[config.mk]
export PLATFORM = sky130hd
export DESIGN_NAME = fp_adder_arbiter_flat
export DESIGN_NICKNAME = d
export VERILOG_FILES = /design/src/rtl/fp_adder_arbiter_if.sv /design/src/rtl/fp_adder_arbiter.sv /design/src/flat_wrapper.sv
export SDC_FILE = /design/constraint.sdc
export NUM_CORES = 1
export LEC_CHECK = 0
export ABC_CLOCK_PERIOD_IN_PS = 5200
export CORE_AREA = 2 2 164 166
export DETAILED_ROUTE_END_ITERATION = 10
export DIE_AREA = 0 0 166 168
export HOLD_SLACK_MARGIN = 0.05
export PLACE_DENSITY = 0.58
export SKIP_LAST_GASP = 1
export SYNTH_ARGS = -nofsm -noshare
export SYNTH_HDL_FRONTEND = slang
export SYNTH_SLANG_ARGS = --single-unit
[constraint.sdc]
create_clock -name clock_in -period 5.2 [get_ports clock_in]
set_input_delay 1.04 -clock clock_in [delete_from_list [all_inputs] [get_ports clock_in]]
set_output_delay 1.04 -clock clock_in [all_outputs]
set_load 0.02 [all_outputs]
[src/rtl/fp_adder_arbiter_if.sv]
// Bus bundle between the compute clients / shared adder and fp_adder_arbiter.
//
// Handshake: a requester holds req_valid[i] and its operands stable until it
// sees req_ready[i] high; the transfer happens on the rising edge where both
// are high. Results carry no backpressure: rsp_valid is a one-cycle one-hot
// pulse that the owning requester must consume in that same cycle.
interface fp_adder_arbiter_if #(
   parameter int NUM_REQ = 4
);
   localparam int PtrW = (NUM_REQ > 1) ? $clog2(NUM_REQ) : 1;

   // requester side
   logic [NUM_REQ-1:0]    req_valid;
   logic [NUM_REQ-1:0]    req_ready;
   logic [NUM_REQ-1:0]    req_add_sub;
   logic [32*NUM_REQ-1:0] req_a;
   logic [32*NUM_REQ-1:0] req_b;
   logic [NUM_REQ-1:0]    rsp_valid;
   logic [31:0]           rsp_data;
   logic                  busy;

   // shared adder side
   logic                  adder_add_sub_bit;
   logic [31:0]           adder_inputA;
   logic [31:0]           adder_inputB;
   logic [31:0]           adder_outputC;

   // debug visibility of the scheduler state (4-bit count per requester)
   logic [PtrW-1:0]       dbgRrPtr;
   logic [4*NUM_REQ-1:0]  dbgOutstanding;

   // clients + adder model drive these
   modport master (
      output req_valid, req_add_sub, req_a, req_b, adder_outputC,
      input  req_ready, rsp_valid, rsp_data, busy,
             adder_add_sub_bit, adder_inputA, adder_inputB,
             dbgRrPtr, dbgOutstanding
   );

   // the arbiter drives these
   modport slave (
      input  req_valid, req_add_sub, req_a, req_b, adder_outputC,
      output req_ready, rsp_valid, rsp_data, busy,
             adder_add_sub_bit, adder_inputA, adder_inputB,
             dbgRrPtr, dbgOutstanding
   );
endinterface

[src/rtl/fp_adder_arbiter.sv]
// Round-robin scheduler sharing one pipelined single-precision adder among
// NUM_REQ requesters. The winning operation is registered onto the adder
// inputs, a tag pipeline follows it through the adder, and the result is
// returned as a one-hot pulse to the requester that issued it. Operand and
// result bits pass through untouched.
module fp_adder_arbiter #(
   parameter int NUM_REQ       = 4,
   parameter int ADDER_LATENCY = 3,
   parameter int MAX_OUT       = 4
) (
   input logic               clock_in,
   input logic               reset_n,
   fp_adder_arbiter_if.slave bus
);

   localparam int PtrW = (NUM_REQ > 1) ? $clog2(NUM_REQ) : 1;
   localparam int CntW = $clog2(MAX_OUT + 1);
   localparam logic [PtrW-1:0] LastIdx = PtrW'(NUM_REQ - 1);
   localparam logic [PtrW:0]   NumReqW = (PtrW + 1)'(NUM_REQ);
   localparam logic [CntW-1:0] MaxOutW = CntW'(MAX_OUT);

   logic [PtrW-1:0]    rrPtr;
   logic [CntW-1:0]    outstanding [NUM_REQ];
   logic [NUM_REQ-1:0] eligible;
   logic               grantValid;
   logic [PtrW-1:0]    grantIdx;
   logic [PtrW:0]      candIdx;
   logic [NUM_REQ-1:0] grantOneHot;

   logic [31:0]        inputA;
   logic [31:0]        inputB;
   logic               addSub;

   // Entry 0 sits beside the adder input register (loaded on the transfer
   // edge); entries 1..ADDER_LATENCY shadow the adder's internal stages, so
   // the last entry lines up with a valid adder_outputC.
   logic [ADDER_LATENCY:0] tagValid;
   logic [PtrW-1:0]        tagId [ADDER_LATENCY+1];
   logic                   retireValid;
   logic [PtrW-1:0]        retireId;
   logic [NUM_REQ-1:0]     retireOneHot;

   logic [NUM_REQ-1:0] rspValid;
   logic [31:0]        rspData;

   // A requester may compete only while it has room for another in-flight op.
   always_comb begin
      eligible = '0;
      for (int i = 0; i < NUM_REQ; i++) begin
         eligible[i] = bus.req_valid[i] && (outstanding[i] < MaxOutW);
      end
   end

   // First eligible requester at or after rrPtr, wrapping; nothing while in reset.
   always_comb begin
      grantValid = 1'b0;
      grantIdx   = '0;
      candIdx    = '0;
      for (int k = 0; k < NUM_REQ; k++) begin
         candIdx = {1'b0, rrPtr} + (PtrW + 1)'(k);
         if (candIdx >= NumReqW) begin
            candIdx = candIdx - NumReqW;
         end
         if (!grantValid && eligible[candIdx[PtrW-1:0]]) begin
            grantValid = 1'b1;
            grantIdx   = candIdx[PtrW-1:0];
         end
      end
      if (!reset_n) begin
         grantValid = 1'b0;
      end
   end

   // Grant and retire decoded to one-hot vectors for the ready and count logic.
   always_comb begin
      grantOneHot  = grantValid  ? (NUM_REQ'(1) << grantIdx) : '0;
      retireOneHot = retireValid ? (NUM_REQ'(1) << retireId) : '0;
   end

   assign retireValid = tagValid[ADDER_LATENCY];
   assign retireId    = tagId[ADDER_LATENCY];

   // Pointer moves past the winner on every transfer and holds on idle cycles.
   always_ff @(posedge clock_in or negedge reset_n) begin
      if (!reset_n) begin
         rrPtr <= '0;
      end else if (grantValid) begin
         rrPtr <= (grantIdx == LastIdx) ? '0 : grantIdx + 1'b1;
      end
   end

   // Adder input register loads the winner's fields and holds otherwise.
   always_ff @(posedge clock_in or negedge reset_n) begin
      if (!reset_n) begin
         inputA <= '0;
         inputB <= '0;
         addSub <= 1'b0;
      end else if (grantValid) begin
         inputA <= bus.req_a[{grantIdx, 5'b0} +: 32];
         inputB <= bus.req_b[{grantIdx, 5'b0} +: 32];
         addSub <= bus.req_add_sub[grantIdx];
      end
   end

   // Tag pipeline: a valid tag per transfer, a bubble on idle cycles.
   always_ff @(posedge clock_in or negedge reset_n) begin
      if (!reset_n) begin
         tagValid <= '0;
         for (int s = 0; s <= ADDER_LATENCY; s++) begin
            tagId[s] <= '0;
         end
      end else begin
         tagValid <= {tagValid[ADDER_LATENCY-1:0], grantValid};
         tagId[0] <= grantIdx;
         for (int s = 1; s <= ADDER_LATENCY; s++) begin
            tagId[s] <= tagId[s-1];
         end
      end
   end

   // Capture the adder result for the retiring tag and pulse its owner.
   always_ff @(posedge clock_in or negedge reset_n) begin
      if (!reset_n) begin
         rspValid <= '0;
         rspData  <= '0;
      end else begin
         rspValid <= retireOneHot;
         if (retireValid) begin
            rspData <= bus.adder_outputC;
         end
      end
   end

   // Per-requester in-flight count; issue and retire on one edge cancel out.
   always_ff @(posedge clock_in or negedge reset_n) begin
      if (!reset_n) begin
         for (int i = 0; i < NUM_REQ; i++) begin
            outstanding[i] <= '0;
         end
      end else begin
         for (int i = 0; i < NUM_REQ; i++) begin
            if (grantOneHot[i] && !retireOneHot[i] && (outstanding[i] != MaxOutW)) begin
               outstanding[i] <= outstanding[i] + 1'b1;
            end else if (!grantOneHot[i] && retireOneHot[i] && (outstanding[i] != '0)) begin
               outstanding[i] <= outstanding[i] - 1'b1;
            end
         end
      end
   end

   // Debug view of the counts, each widened to a 4-bit lane.
   always_comb begin
      bus.dbgOutstanding = '0;
      for (int i = 0; i < NUM_REQ; i++) begin
         bus.dbgOutstanding[4*i +: 4] = 4'(outstanding[i]);
      end
   end

   assign bus.req_ready         = grantOneHot;
   assign bus.adder_inputA      = inputA;
   assign bus.adder_inputB      = inputB;
   assign bus.adder_add_sub_bit = addSub;
   assign bus.rsp_valid         = rspValid;
   assign bus.rsp_data          = rspData;
   assign bus.busy              = (|tagValid) || (|rspValid);
   assign bus.dbgRrPtr          = rrPtr;

endmodule

[src/flat_wrapper.sv]
// flat-port wrapper written by rule: the top's interface ports become plain ports
module fp_adder_arbiter_flat 
#(
   parameter int NUM_REQ       = 4,
   parameter int ADDER_LATENCY = 3,
   parameter int MAX_OUT       = 4
)
  (clock_in, reset_n, bus_req_valid, bus_req_add_sub, bus_req_a, bus_req_b, bus_adder_outputC, bus_req_ready, bus_rsp_valid, bus_rsp_data, bus_busy, bus_adder_add_sub_bit, bus_adder_inputA, bus_adder_inputB, bus_dbgRrPtr, bus_dbgOutstanding);
  fp_adder_arbiter_if #(.NUM_REQ(NUM_REQ)) bus_i ();
  input logic clock_in;
  input logic reset_n;
  input wire logic [$bits(bus_i.req_valid)-1:0] bus_req_valid;
  input wire logic [$bits(bus_i.req_add_sub)-1:0] bus_req_add_sub;
  input wire logic [$bits(bus_i.req_a)-1:0] bus_req_a;
  input wire logic [$bits(bus_i.req_b)-1:0] bus_req_b;
  input wire logic [$bits(bus_i.adder_outputC)-1:0] bus_adder_outputC;
  output wire logic [$bits(bus_i.req_ready)-1:0] bus_req_ready;
  output wire logic [$bits(bus_i.rsp_valid)-1:0] bus_rsp_valid;
  output wire logic [$bits(bus_i.rsp_data)-1:0] bus_rsp_data;
  output wire logic [$bits(bus_i.busy)-1:0] bus_busy;
  output wire logic [$bits(bus_i.adder_add_sub_bit)-1:0] bus_adder_add_sub_bit;
  output wire logic [$bits(bus_i.adder_inputA)-1:0] bus_adder_inputA;
  output wire logic [$bits(bus_i.adder_inputB)-1:0] bus_adder_inputB;
  output wire logic [$bits(bus_i.dbgRrPtr)-1:0] bus_dbgRrPtr;
  output wire logic [$bits(bus_i.dbgOutstanding)-1:0] bus_dbgOutstanding;
  assign bus_i.req_valid = bus_req_valid;
  assign bus_i.req_add_sub = bus_req_add_sub;
  assign bus_i.req_a = bus_req_a;
  assign bus_i.req_b = bus_req_b;
  assign bus_i.adder_outputC = bus_adder_outputC;
  assign bus_req_ready = bus_i.req_ready;
  assign bus_rsp_valid = bus_i.rsp_valid;
  assign bus_rsp_data = bus_i.rsp_data;
  assign bus_busy = bus_i.busy;
  assign bus_adder_add_sub_bit = bus_i.adder_add_sub_bit;
  assign bus_adder_inputA = bus_i.adder_inputA;
  assign bus_adder_inputB = bus_i.adder_inputB;
  assign bus_dbgRrPtr = bus_i.dbgRrPtr;
  assign bus_dbgOutstanding = bus_i.dbgOutstanding;
  fp_adder_arbiter #(.NUM_REQ(NUM_REQ), .ADDER_LATENCY(ADDER_LATENCY), .MAX_OUT(MAX_OUT)) u_core (.clock_in(clock_in), .reset_n(reset_n), .bus(bus_i));
endmodule
==> flow_metrics.py, run 1 <==
metrics = {
    "worst_setup_path": {
        "worst-path-max-fanout": 5,
        "crit_type": "input pin to primary output",
        "path_common_cell": "clkdlybuf4s50_1",
        "cp_top_family": "buffers and inverters",
        "path_cells": "clkdlybuf4s50_1 -> nor2b_1 -> o41ai_4 -> nor4_1 -> buf_4 -> clkdlybuf4s50_1",
        "cp.arrival_ns": 3.32,
        "cp_slowest_cell": "clkdlybuf4s50_1",
        "worst_setup_path_start_kind": "input pin",
        "cpPeakStageDelay_ns": 0.65,
        "worstPathRequired_ns": 4.16,
        "cp-end-kind": "primary output",
        "crit_buf_inv": 3,
    },
    "grt": {
        "grt_pass1_wl_um": 42550,
        "grt_overflow": 0,
        "antenna_found_initial": 2,
        "grt_max_degree": 68,
        "grt_usage_pct": 19.53,
        "first_global_vias": 7410,
    },
    "timing": {
        "skew_ns": 0.01420,
        "max_freq_mhz": 229.4,
        "fin_setup_tns_ns": 0,
        "finalCriticalPeriod_ns": 4.359,
        "finalSetupViolations": 0,
        "maxSlewHeadroom_pct": 29.58,
        "min_period_over_period_pct": 83.83,
        "slew_violations": 0,
        "max_slew.worst_pin.slew_ns": 1.056,
        "hold_violations": 0,
        "rsz0062_at_grt": "false",
    },
    "synth": {
        "synth-edff-count": 0,
        "netlist_area_um2": 7131,
        "ys_seq_area_share_pct": 44.57,
        "synthArstFlopShare_pct": 100.0,
        "yosys_warnings": 0,
        "ys_ff_latch": 127,
        "ys.flop_type": "dfrtp_1",
        "syn_inst": 688,
        "postSynthAreaPerCell_um2": 10.36,
        "synth.distinct_cells": 57,
    },
    "routing": {
        "vias": 7142,
        "dr.pass1.iters": 4,
        "vias_per_cell": 4.991,
        "ant_nets": 0,
        "post_drt_wl_per_cell_um": 19.55,
        "wirelength_um": 27980,
        "drc": 0,
        "drt-initial-drc-count": 355,
    },
    "cells_and_area": {
        "finish.utilization_pct": 46.29,
        "area_growth_pct": 71.06,
        "nFillCells": 2574,
        "nNetsFinal": 1378,
        "seqCellArea_um2": 3178,
        "layout-drive-gt1-share_pct": 9.183,
        "multi_input_area_um2": 3633,
    },
    "power": {
        "p_comb_share_pct": 55.7,
        "switching_share_pct": 42.46,
        "finalPower_mw": 6.714,
        "ir_worst_vdd_uv": 276.1,
        "p_per_area_nw_per_um2": 550.4,
        "p_int_mw": 3.863,
        "p_clk_share_pct": 17.7,
        "p_switching_mw": 2.850,
        "seqPwrFrac_pct": 26.6,
        "p_leak_nw": 4.684,
    },
    "clocking": {
        "cts_buffers": 17,
        "cts_root_buf": "clkbuf_16",
        "cts.htree.levels": 4,
        "postCtsResizedCells": 0,
        "clockBufferDepth": 2,
        "clk_pin_slew_ns": 0.06,
        "cts_tree": "done",
        "clock_latency_ns": 0.43,
        "clkSinkCount": 127,
        "ctsHoldBuffers": 0,
        "postCtsSetupRepairBufs": 0,
    },
    "hold_path": {
        "hold_class": "flip-flop to flip-flop",
    },
    "die": {
        "die_area_um2": 27890,
        "pin_count": 422,
        "num_rows": 60,
        "die_y_um": 168,
        "die_x_um": 166,
        "start_util_pct": 27.06,
        "core_area_um2": 26350,
    },
    "placed_design": {
        "gp_congestion": 0.8043,
        "dp_hpwl_um": 20540,
        "port-buffer-count": 417,
    },
    "flow_run": {
        "cap_violations": 0,
    },
    "run_status": {
        "outcome": "finished clean",
    },
}
==> power groups by stage <==
stage	Clock, mW	Combinational, mW	Sequential (mW)
6_report	1.19	3.74	1.79
5_1_grt	1.28	4.01	1.86
4_1_cts	1.23	3.80	1.79
3_5_place_dp	0	3.79	1.81
3_3_place_gp	0	3.76	1.79
2_1_floorplan	0	1.62	2.28
==> kinds of logic after synthesis <==
logic type / Yosys count / synth area share [%]
AO/OA/AOI/OAI: 200 / 20.99
AND/OR/NAND/NOR: 171 / 12.58
flip-flops: 127 / 44.57
multiplexers: 102 / 15.25
buffers and inverters: 81 / 5.194
adder cells (fa/ha/maj): 4 / 1.123
XOR/XNOR: 2 / 0.2457
other: 1 / 0.05259
==> path summary, 6_finish.rpt <==
path                                                          start                                        to  slack, ns  depth (start not counted)
setup / recovery                                   bus_req_valid[1]                          bus_req_ready[1]       0.84                          6
setup reg to reg           u_core.bus.dbgOutstanding[6]$_DFFE_PN0P_  u_core.bus.dbgOutstanding[2]$_DFFE_PN0P_       2.25                          7
hold / removal                            u_core.tagId[6]$_DFF_PN0_                 u_core.tagId[4]$_DFF_PN0_       0.35                          0
hold reg to reg                           u_core.tagId[6]$_DFF_PN0_                 u_core.tagId[4]$_DFF_PN0_       0.35                          0
min in group asynchronous                                   reset_n    u_core.bus.adder_inputB[5]$_DFFE_PN0N_       0.52                          1
max in group asynchronous                                   reset_n       u_core.bus.rsp_data[21]$_DFFE_PN0P_       3.58                          2
==> state kept, by name (all words and copies together), names as in the netlist <==
signal	count
u_core.bus.rsp_data	32
u_core.bus.adder_add_sub_bit	1
u_core.tagValid	4
u_core.tagId	6
u_core.retireId	2
u_core.bus.rsp_valid	4
u_core.bus.adder_inputA	32
u_core.bus.dbgOutstanding	12
u_core.bus.adder_inputB	32
u_core.bus.dbgRrPtr	2
==> final cells by class <==
class                   instances  share of cell area [%]
diodes                          1                 0.02052
clock buffers                  17                   3.488
clock inverters                15                   1.405
inverters                      14                  0.4308
multi-input cells             483                   29.79
flip-flops and latches        127                   26.05
well taps                     341                   3.498
repair buffers                433                   35.32
==> placed cells by master (no fill, tap or decap), types with 5 or more instances in the layout <==
cell type        synthesis  layout
nand2_1                 11      11
nor4_1                   5       5
buf_4                   10      15
nand3b_1                 5       5
nor2_1                  72      71
o22ai_1                 66      66
inv_1                   13      13
dfrtp_1                127     127
or3_1                   40      40
mux2_2                  33      33
nand2b_1                 6       6
mux2i_1                 67      67
clkinv_8                 0       5
a21o_1                   5       5
a41o_1                  27      27
clkbuf_16                0      17
nor3_1                   9       8
clkdlybuf4s50_1          0     416
a31oi_1                 30      30
a21oi_1                 12      11
a221oi_1                38      38
==> stage by stage <==
stage / hold WS [ns] / setup WS (ns) / instance area (um^2) / cells
after floorplan: 0.3312 / 1.519 / 7142 / 691
after global placement: 0.3316 / 0.8242 / 11600 / 1398
after detailed placement: 0.3358 / 0.8068 / 11600 / 1398
after CTS: 0.3504 / 0.8034 / 12200 / 1430
after global routing: 0.3594 / 0.6443 / 12200 / 1431
final: 0.3463 / 0.8409 / 12200 / 1431
==> synthesized netlist by cell type, types with 6 or more instances <==
library cell	instances	area, um^2
nand2_1	11	41.29
a21oi_1	12	60.06
clkbuf_1	30	112.6
dfrtp_1	127	3178
a41o_1	27	270.3
nor3_1	9	45.04
a31oi_1	30	187.7
or3_1	40	250.2
a221oi_1	38	332.8
buf_2	22	110.1
nand2b_1	6	37.54
mux2_2	33	371.6
inv_1	13	48.80
nor2_1	72	270.3
mux2i_1	67	670.6
buf_4	10	75.07
o22ai_1	66	412.9
==> routing by layer <==
| layer | track usage, % | part of all wire, % |
|---|---|---|
| met1 | 22.53 | 40 |
| met4 | 4.764 | 1.2 |
| met3 | 7.052 | 8.5 |
| met2 | 34.51 | 50 |
| met5 | 0 | 0.046 |
Note: power is estimated with default switching activity, not from simulation.
==> inputs of run 2 (changes only) <==
--- a/config.mk
+++ b/config.mk
@@ -5,7 +5,7 @@
 export SDC_FILE = /design/constraint.sdc
 export NUM_CORES = 1
 export LEC_CHECK = 0
-export ABC_CLOCK_PERIOD_IN_PS = 5200
+export ABC_CLOCK_PERIOD_IN_PS = 4300
 export CORE_AREA = 2 2 164 166
 export DETAILED_ROUTE_END_ITERATION = 10
 export DIE_AREA = 0 0 166 168
==> constraint.sdc (replaced) <==
create_clock -name clock_in -period 4.3 [get_ports clock_in]
set_input_delay 0.86 -clock clock_in [delete_from_list [all_inputs] [get_ports clock_in]]
set_output_delay 0.86 -clock clock_in [all_outputs]
set_load 0.02 [all_outputs]
==> run 2 against run 1 <==
Register-to-register slack got worse by 0.83 ns. First-iteration DRC count is 17% higher. Critical path depth unchanged. Setup slack got worse by 0.41 ns. Clock skew rose by 0.0033 ns. Via count rose by 2.1%. Combinational power up 22%. Non-clock buffer count rose by 6. Sequential power up 21%. Sequential share of layout area fell by 0.13 points. Final cell count is 0.35% higher. Global-route usage up 0.41 points.
==> flow_metrics.py, run 2 (same netlist as run 1, synthesis figures left out) <==
metrics = {
    "clocking": {
        "postCtsResizedCells": 0,
        "cts.htree.levels": 4,
        "clkSinkCount": 127,
        "cts_buffers": 17,
        "clk_pin_slew_ns": 0.06,
        "cts_root_buf": "clkbuf_16",
        "postCtsSetupRepairBufs": 0,
        "clockBufferDepth": 2,
        "clock_latency_ns": 0.43,
        "cts_tree": "done",
        "ctsHoldBuffers": 0,
    },
    "cells_and_area": {
        "most-common-layout-cells": "clkdlybuf4s50_1 (416), dfrtp_1 (127), nor2_1 (71)",
        "multi_input_area_um2": 3633,
        "nFillCells": 2525,
        "nNetsFinal": 1384,
        "layout_commonest_cell": "clkdlybuf4s50_1",
        "layout-drive-gt1-share_pct": 9.680,
        "seqCellArea_um2": 3178,
        "area_growth_pct": 71.89,
        "n_antenna_cell": 0,
    },
    "grt": {
        "antenna_found_initial": 0,
        "grt_overflow": 0,
        "grt_usage_pct": 19.94,
        "grt_pass1_wl_um": 43420,
        "grt_max_degree": 67,
        "first_global_vias": 7420,
    },
    "timing": {
        "maxSlewHeadroom_pct": 26.33,
        "fin_setup_tns_ns": 0,
        "max_slew.worst_pin.slew_ns": 1.105,
        "skew_ns": 0.01746,
        "finalSetupViolations": 0,
        "min_period_over_period_pct": 90.05,
        "whs_ns": 0.3455,
        "max_freq_mhz": 258.2,
        "rsz0062_at_grt": "false",
        "fin_ws_ns": 0.4277,
        "hold_violations": 0,
        "slew_violations": 0,
        "finalCriticalPeriod_ns": 3.872,
    },
    "die": {
        "die_area_um2": 27890,
        "num_rows": 60,
        "die_y_um": 168,
        "start_util_pct": 27.06,
        "die_x_um": 166,
        "pin_count": 422,
        "core_area_um2": 26350,
    },
    "routing": {
        "vias_per_cell": 5.079,
        "drt-initial-drc-count": 414,
        "dr.pass1.iters": 4,
        "drc": 0,
        "ant_nets": 0,
        "wirelength_um": 28350,
        "vias": 7293,
        "post_drt_wl_per_cell_um": 19.74,
    },
    "power": {
        "p_comb_share_pct": 55.4,
        "ir_worst_vdd_uv": 318.7,
        "p_per_area_nw_per_um2": 670.8,
        "p_clk_share_pct": 18.2,
        "switching_share_pct": 42.17,
        "p_leak_nw": 4.724,
        "seqPwrFrac_pct": 26.3,
        "p_switching_mw": 3.467,
        "p_int_mw": 4.754,
    },
    "hold_path": {
        "hold_path.startpoint": "u_core.tagId[5]$_DFF_PN0_",
        "hold_class": "flip-flop to flip-flop",
    },
    "worst_setup_path": {
        "crit_end": "bus_req_ready[1]",
        "rr_worst_depth": 6,
        "cp-end-kind": "primary output",
        "worstPathRequired_ns": 3.44,
        "timing.critical_path.from": "bus_req_valid[1]",
        "rr_endpoint": "u_core.bus.dbgOutstanding[2]$_DFFE_PN0P_",
        "rr_startpoint": "u_core.bus.dbgRrPtr[1]$_DFFE_PN0N_",
        "cp.arrival_ns": 3.01,
        "reg2reg_slack_ns": 1.42,
        "worst_setup_path_start_kind": "input pin",
        "worst-path-max-fanout": 5,
        "crit_type": "input pin to primary output",
    },
    "placed_design": {
        "gp_congestion": 0.8104,
        "dp_slack_ns": 0.4479,
        "dp_hpwl_um": 20630,
        "port-buffer-count": 417,
    },
    "run_status": {
        "outcome": "finished clean",
    },
    "flow_run": {
        "cap_violations": 0,
    },
}
==> run 2: cell types whose count changed in the layout (fill, tap and decap cells not counted) <==
cell | before | now
bufinv_16 | 0 | 1
buf_4 | 15 | 21
inv_6 | 4 | 2
diode_2 | 1 | 0
clkinv_4 | 2 | 1
clkinv_8 | 5 | 3
inv_8 | 2 | 6
==> run 2: how the worst min path moves through the flow <==
| stage | end | cells past startpoint |
|---|---|---|
| after floorplan | u_core.retireId[0]$_DFF_PN0_ | 0 |
| after global placement | u_core.tagId[2]$_DFF_PN0_ | 0 |
| after detailed placement | u_core.tagId[5]$_DFF_PN0_ | 0 |
| after CTS | u_core.tagId[3]$_DFF_PN0_ | 0 |
| after global routing | u_core.tagId[4]$_DFF_PN0_ | 0 |
| final | u_core.tagId[3]$_DFF_PN0_ | 0 |
==> run 2: cell type report <==
type,instances,share of cell area [%]
clock inverters,15,1.531
inverters,14,0.4287
repair buffers,439,35.51
well taps,341,3.481
multi-input cells,483,29.64
clock buffers,17,3.471
flip-flops and latches,127,25.93
==> run 2: stage by stage <==
| stage | util [%] | instances | cell area [um^2] | total power [mW] |
|---|---|---|---|---|
| 2_1_floorplan | - | 691 | 7142 | 4.728 |
| 4_1_cts | 46.51 | 1436 | 12260 | 8.344 |
| 6_report | 46.51 | 1436 | 12260 | 8.221 |
| 3_3_place_gp | 44.19 | 1404 | 11640 | 6.755 |
| 5_1_grt | 46.51 | 1436 | 12260 | 8.763 |
| 3_5_place_dp | 44.19 | 1404 | 11640 | 6.794 |
==> run 2: worst max-delay path, stage by stage <==
cell and delay [ns]:
clkdlybuf4s50_1 0.47, nor2b_1 0.40, o41ai_4 0.13, nor4_1 0.30, buf_4 0.20, clkdlybuf4s50_1 0.64
==> run 2: per-layer routing <==
metal  routed length [um]  GRT usage, %  vias up
li1                     -             -     3452
met1                11320         23.67     3483
met2                14080         34.42      327
met3                 2428         6.465       31
met4                  517         6.087        0
met5                    0             0        -
==> run 2: power groups by stage <==
stage / clock [mW] / combinational (mW) / sequential, mW
floorplan: 0 / 1.96 / 2.76
global placement: 0 / 4.59 / 2.16
detailed placement: 0 / 4.60 / 2.19
CTS: 1.55 / 4.62 / 2.17
global route: 1.61 / 4.90 / 2.26
finish: 1.50 / 4.56 / 2.17
==> inputs of run 3 (changes only) <==
--- a/config.mk
+++ b/config.mk
@@ -9,8 +9,10 @@
 export CORE_AREA = 2 2 164 166
 export DETAILED_ROUTE_END_ITERATION = 10
 export DIE_AREA = 0 0 166 168
+export DONT_BUFFER_PORTS = 1
+export GPL_ROUTABILITY_DRIVEN = 0
 export HOLD_SLACK_MARGIN = 0.05
-export PLACE_DENSITY = 0.58
+export PLACE_DENSITY = 0.37
 export SKIP_LAST_GASP = 1
 export SYNTH_ARGS = -nofsm -noshare
 export SYNTH_HDL_FRONTEND = slang
==> run 3 against run 2 <==
Clock power is essentially flat. Via count shrank 22%. Clock skew shrank 0.0063 ns. Sequential power grew 37%. Final area shrank 35%. Final cell count shrank 29%. First-iteration DRC count shrank 23%. Critical path type is now flip-flop to primary output. Largest power group is now sequential cells.
==> flow_metrics.py, run 3 (same netlist as run 1, synthesis figures left out) <==
metrics = {
    "routing": {
        "post_drt_wl_per_cell_um": 23.70,
        "vias_per_cell": 5.651,
        "ant_nets": 0,
        "drt-initial-drc-count": 317,
        "vias": 5724,
        "wirelength_um": 24010,
        "drc": 0,
        "dr.pass1.iters": 5,
    },
    "cells_and_area": {
        "stdcell_count": 1013,
        "finish.utilization_pct": 30.41,
        "layout-drive-gt1-share_pct": 14.50,
        "fin_area_um2": 8014,
        "area_growth_pct": 12.39,
        "most-common-layout-cells": "dfrtp_1 (127), nor2_1 (71), mux2i_1 (67)",
        "nNetsFinal": 958,
        "layout_commonest_cell": "dfrtp_1",
    },
    "clocking": {
        "clkSinkCount": 127,
        "clock_latency_ns": 0.42,
        "clk_pin_slew_ns": 0.06,
        "cts_buffers": 17,
        "cts_root_buf": "clkbuf_16",
        "cts_tree": "done",
        "ctsHoldBuffers": 0,
        "postCtsResizedCells": 0,
        "clockBufferDepth": 2,
        "postCtsSetupRepairBufs": 0,
        "cts.htree.levels": 4,
    },
    "worst_setup_path": {
        "timing.critical_path.from": "u_core.bus.dbgOutstanding[14]$_DFFE_PN0P_",
        "rr_worst_depth": 7,
        "rr_endpoint": "u_core.bus.dbgOutstanding[14]$_DFFE_PN0P_",
        "worst_setup_path_start_kind": "flip-flop",
        "rr_startpoint": "u_core.bus.dbgOutstanding[6]$_DFFE_PN0P_",
        "worst-path-max-fanout": 45,
        "cp.arrival_ns": 2.53,
        "worstPathRequired_ns": 3.44,
        "crit_type": "flip-flop to primary output",
        "cp-end-kind": "primary output",
        "reg2reg_slack_ns": 1.06,
    },
    "grt": {
        "grt_max_degree": 131,
        "grt_pass1_wl_um": 35920,
        "antenna_found_initial": 2,
        "grt_overflow": 0,
        "first_global_vias": 5887,
        "grt_usage_pct": 16.62,
    },
    "die": {
        "die_area_um2": 27890,
        "pin_count": 422,
        "core_area_um2": 26350,
        "die_y_um": 168,
        "start_util_pct": 27.06,
        "die_x_um": 166,
        "num_rows": 60,
    },
    "placed_design": {
        "port-buffer-count": 0,
        "place_inst": 978,
        "dp_slack_ns": 0.9167,
        "placed_area_um2": 7397,
        "dp_hpwl_um": 17430,
    },
    "timing": {
        "finalCriticalPeriod_ns": 3.387,
        "min_period_over_period_pct": 78.76,
        "skew_ns": 0.01112,
        "max_slew.worst_pin.slew_ns": 1.074,
        "rsz0062_at_grt": "false",
        "finalSetupViolations": 0,
        "whs_ns": 0.1349,
        "maxSlewHeadroom_pct": 28.39,
        "fin_ws_ns": 0.9132,
        "max_freq_mhz": 295.3,
        "fin_setup_tns_ns": 0,
        "slew_violations": 0,
        "hold_violations": 0,
    },
    "power": {
        "p_leak_nw": 3.047,
        "finalPower_mw": 6.841,
        "p_per_area_nw_per_um2": 853.6,
        "ir_worst_vdd_uv": 319.3,
    },
    "hold_path": {
        "hold_class": "input pin to async pin",
    },
    "run_status": {
        "outcome": "finished clean",
    },
    "flow_run": {
        "cap_violations": 0,
    },
}
run 3: cell types whose count changed in the layout (fill, tap and decap cells not counted), sizes merged:
cell / previous run / this run
clkbuf: 17 / 18
clkinvlp: 2 / 0
bufinv: 1 / 2
inv: 22 / 20
buf: 23 / 13
clkinv: 4 / 6
diode: 0 / 3
clkdlybuf4s50: 416 / 0
run 3: power breakdown:
group / switching [mW] / internal [mW] / leakage (nW)
Sequential: 1.21 / 1.76 / 1.47
Clock: 0.607 / 0.890 / 0.300
Combinational: 1.35 / 1.01 / 1.27
Total: 3.18 / 3.66 / 3.05
run 3: worst max path at each step:
stage,to,slack (ns)
after floorplan,u_core.bus.dbgOutstanding[6]$_DFFE_PN0P_,0.80
after global placement,u_core.bus.dbgOutstanding[14]$_DFFE_PN0P_,1.01
after detailed placement,u_core.bus.dbgOutstanding[14]$_DFFE_PN0P_,0.92
after CTS,bus_req_ready[1],0.86
after global routing,bus_req_ready[1],0.77
final,bus_req_ready[1],0.91
run 3: critical path, cell delays in order (launching register included):
cell and delay, ns:
dfrtp_1 0.66, nor2b_2 0.17, o41ai_4 0.46, buf_4 0.50, nor4_2 0.11, buf_4 0.20
run 3: layout make-up:
class	instances	area (um^2)
diodes	3	7.507
well taps	341	426.7
flip-flops and latches	127	3178
clock buffers	18	439.2
repair buffers	13	110.1
clock inverters	14	170.2
fillers	2671	18340
inverters	14	52.55
multi-input cells	483	3630
run 3: layer usage:
metal | wire [um] | vias to the layer above | share of wire [%] | global-route usage, %
met5 | 0 | - | 0 | 0
met1 | 9344 | 2802 | 39 | 19.34
met2 | 11990 | 300 | 50 | 28.36
li1 | - | 2593 | - | -
met3 | 2045 | 29 | 8.5 | 5.571
met4 | 627 | 0 | 2.6 | 6.465
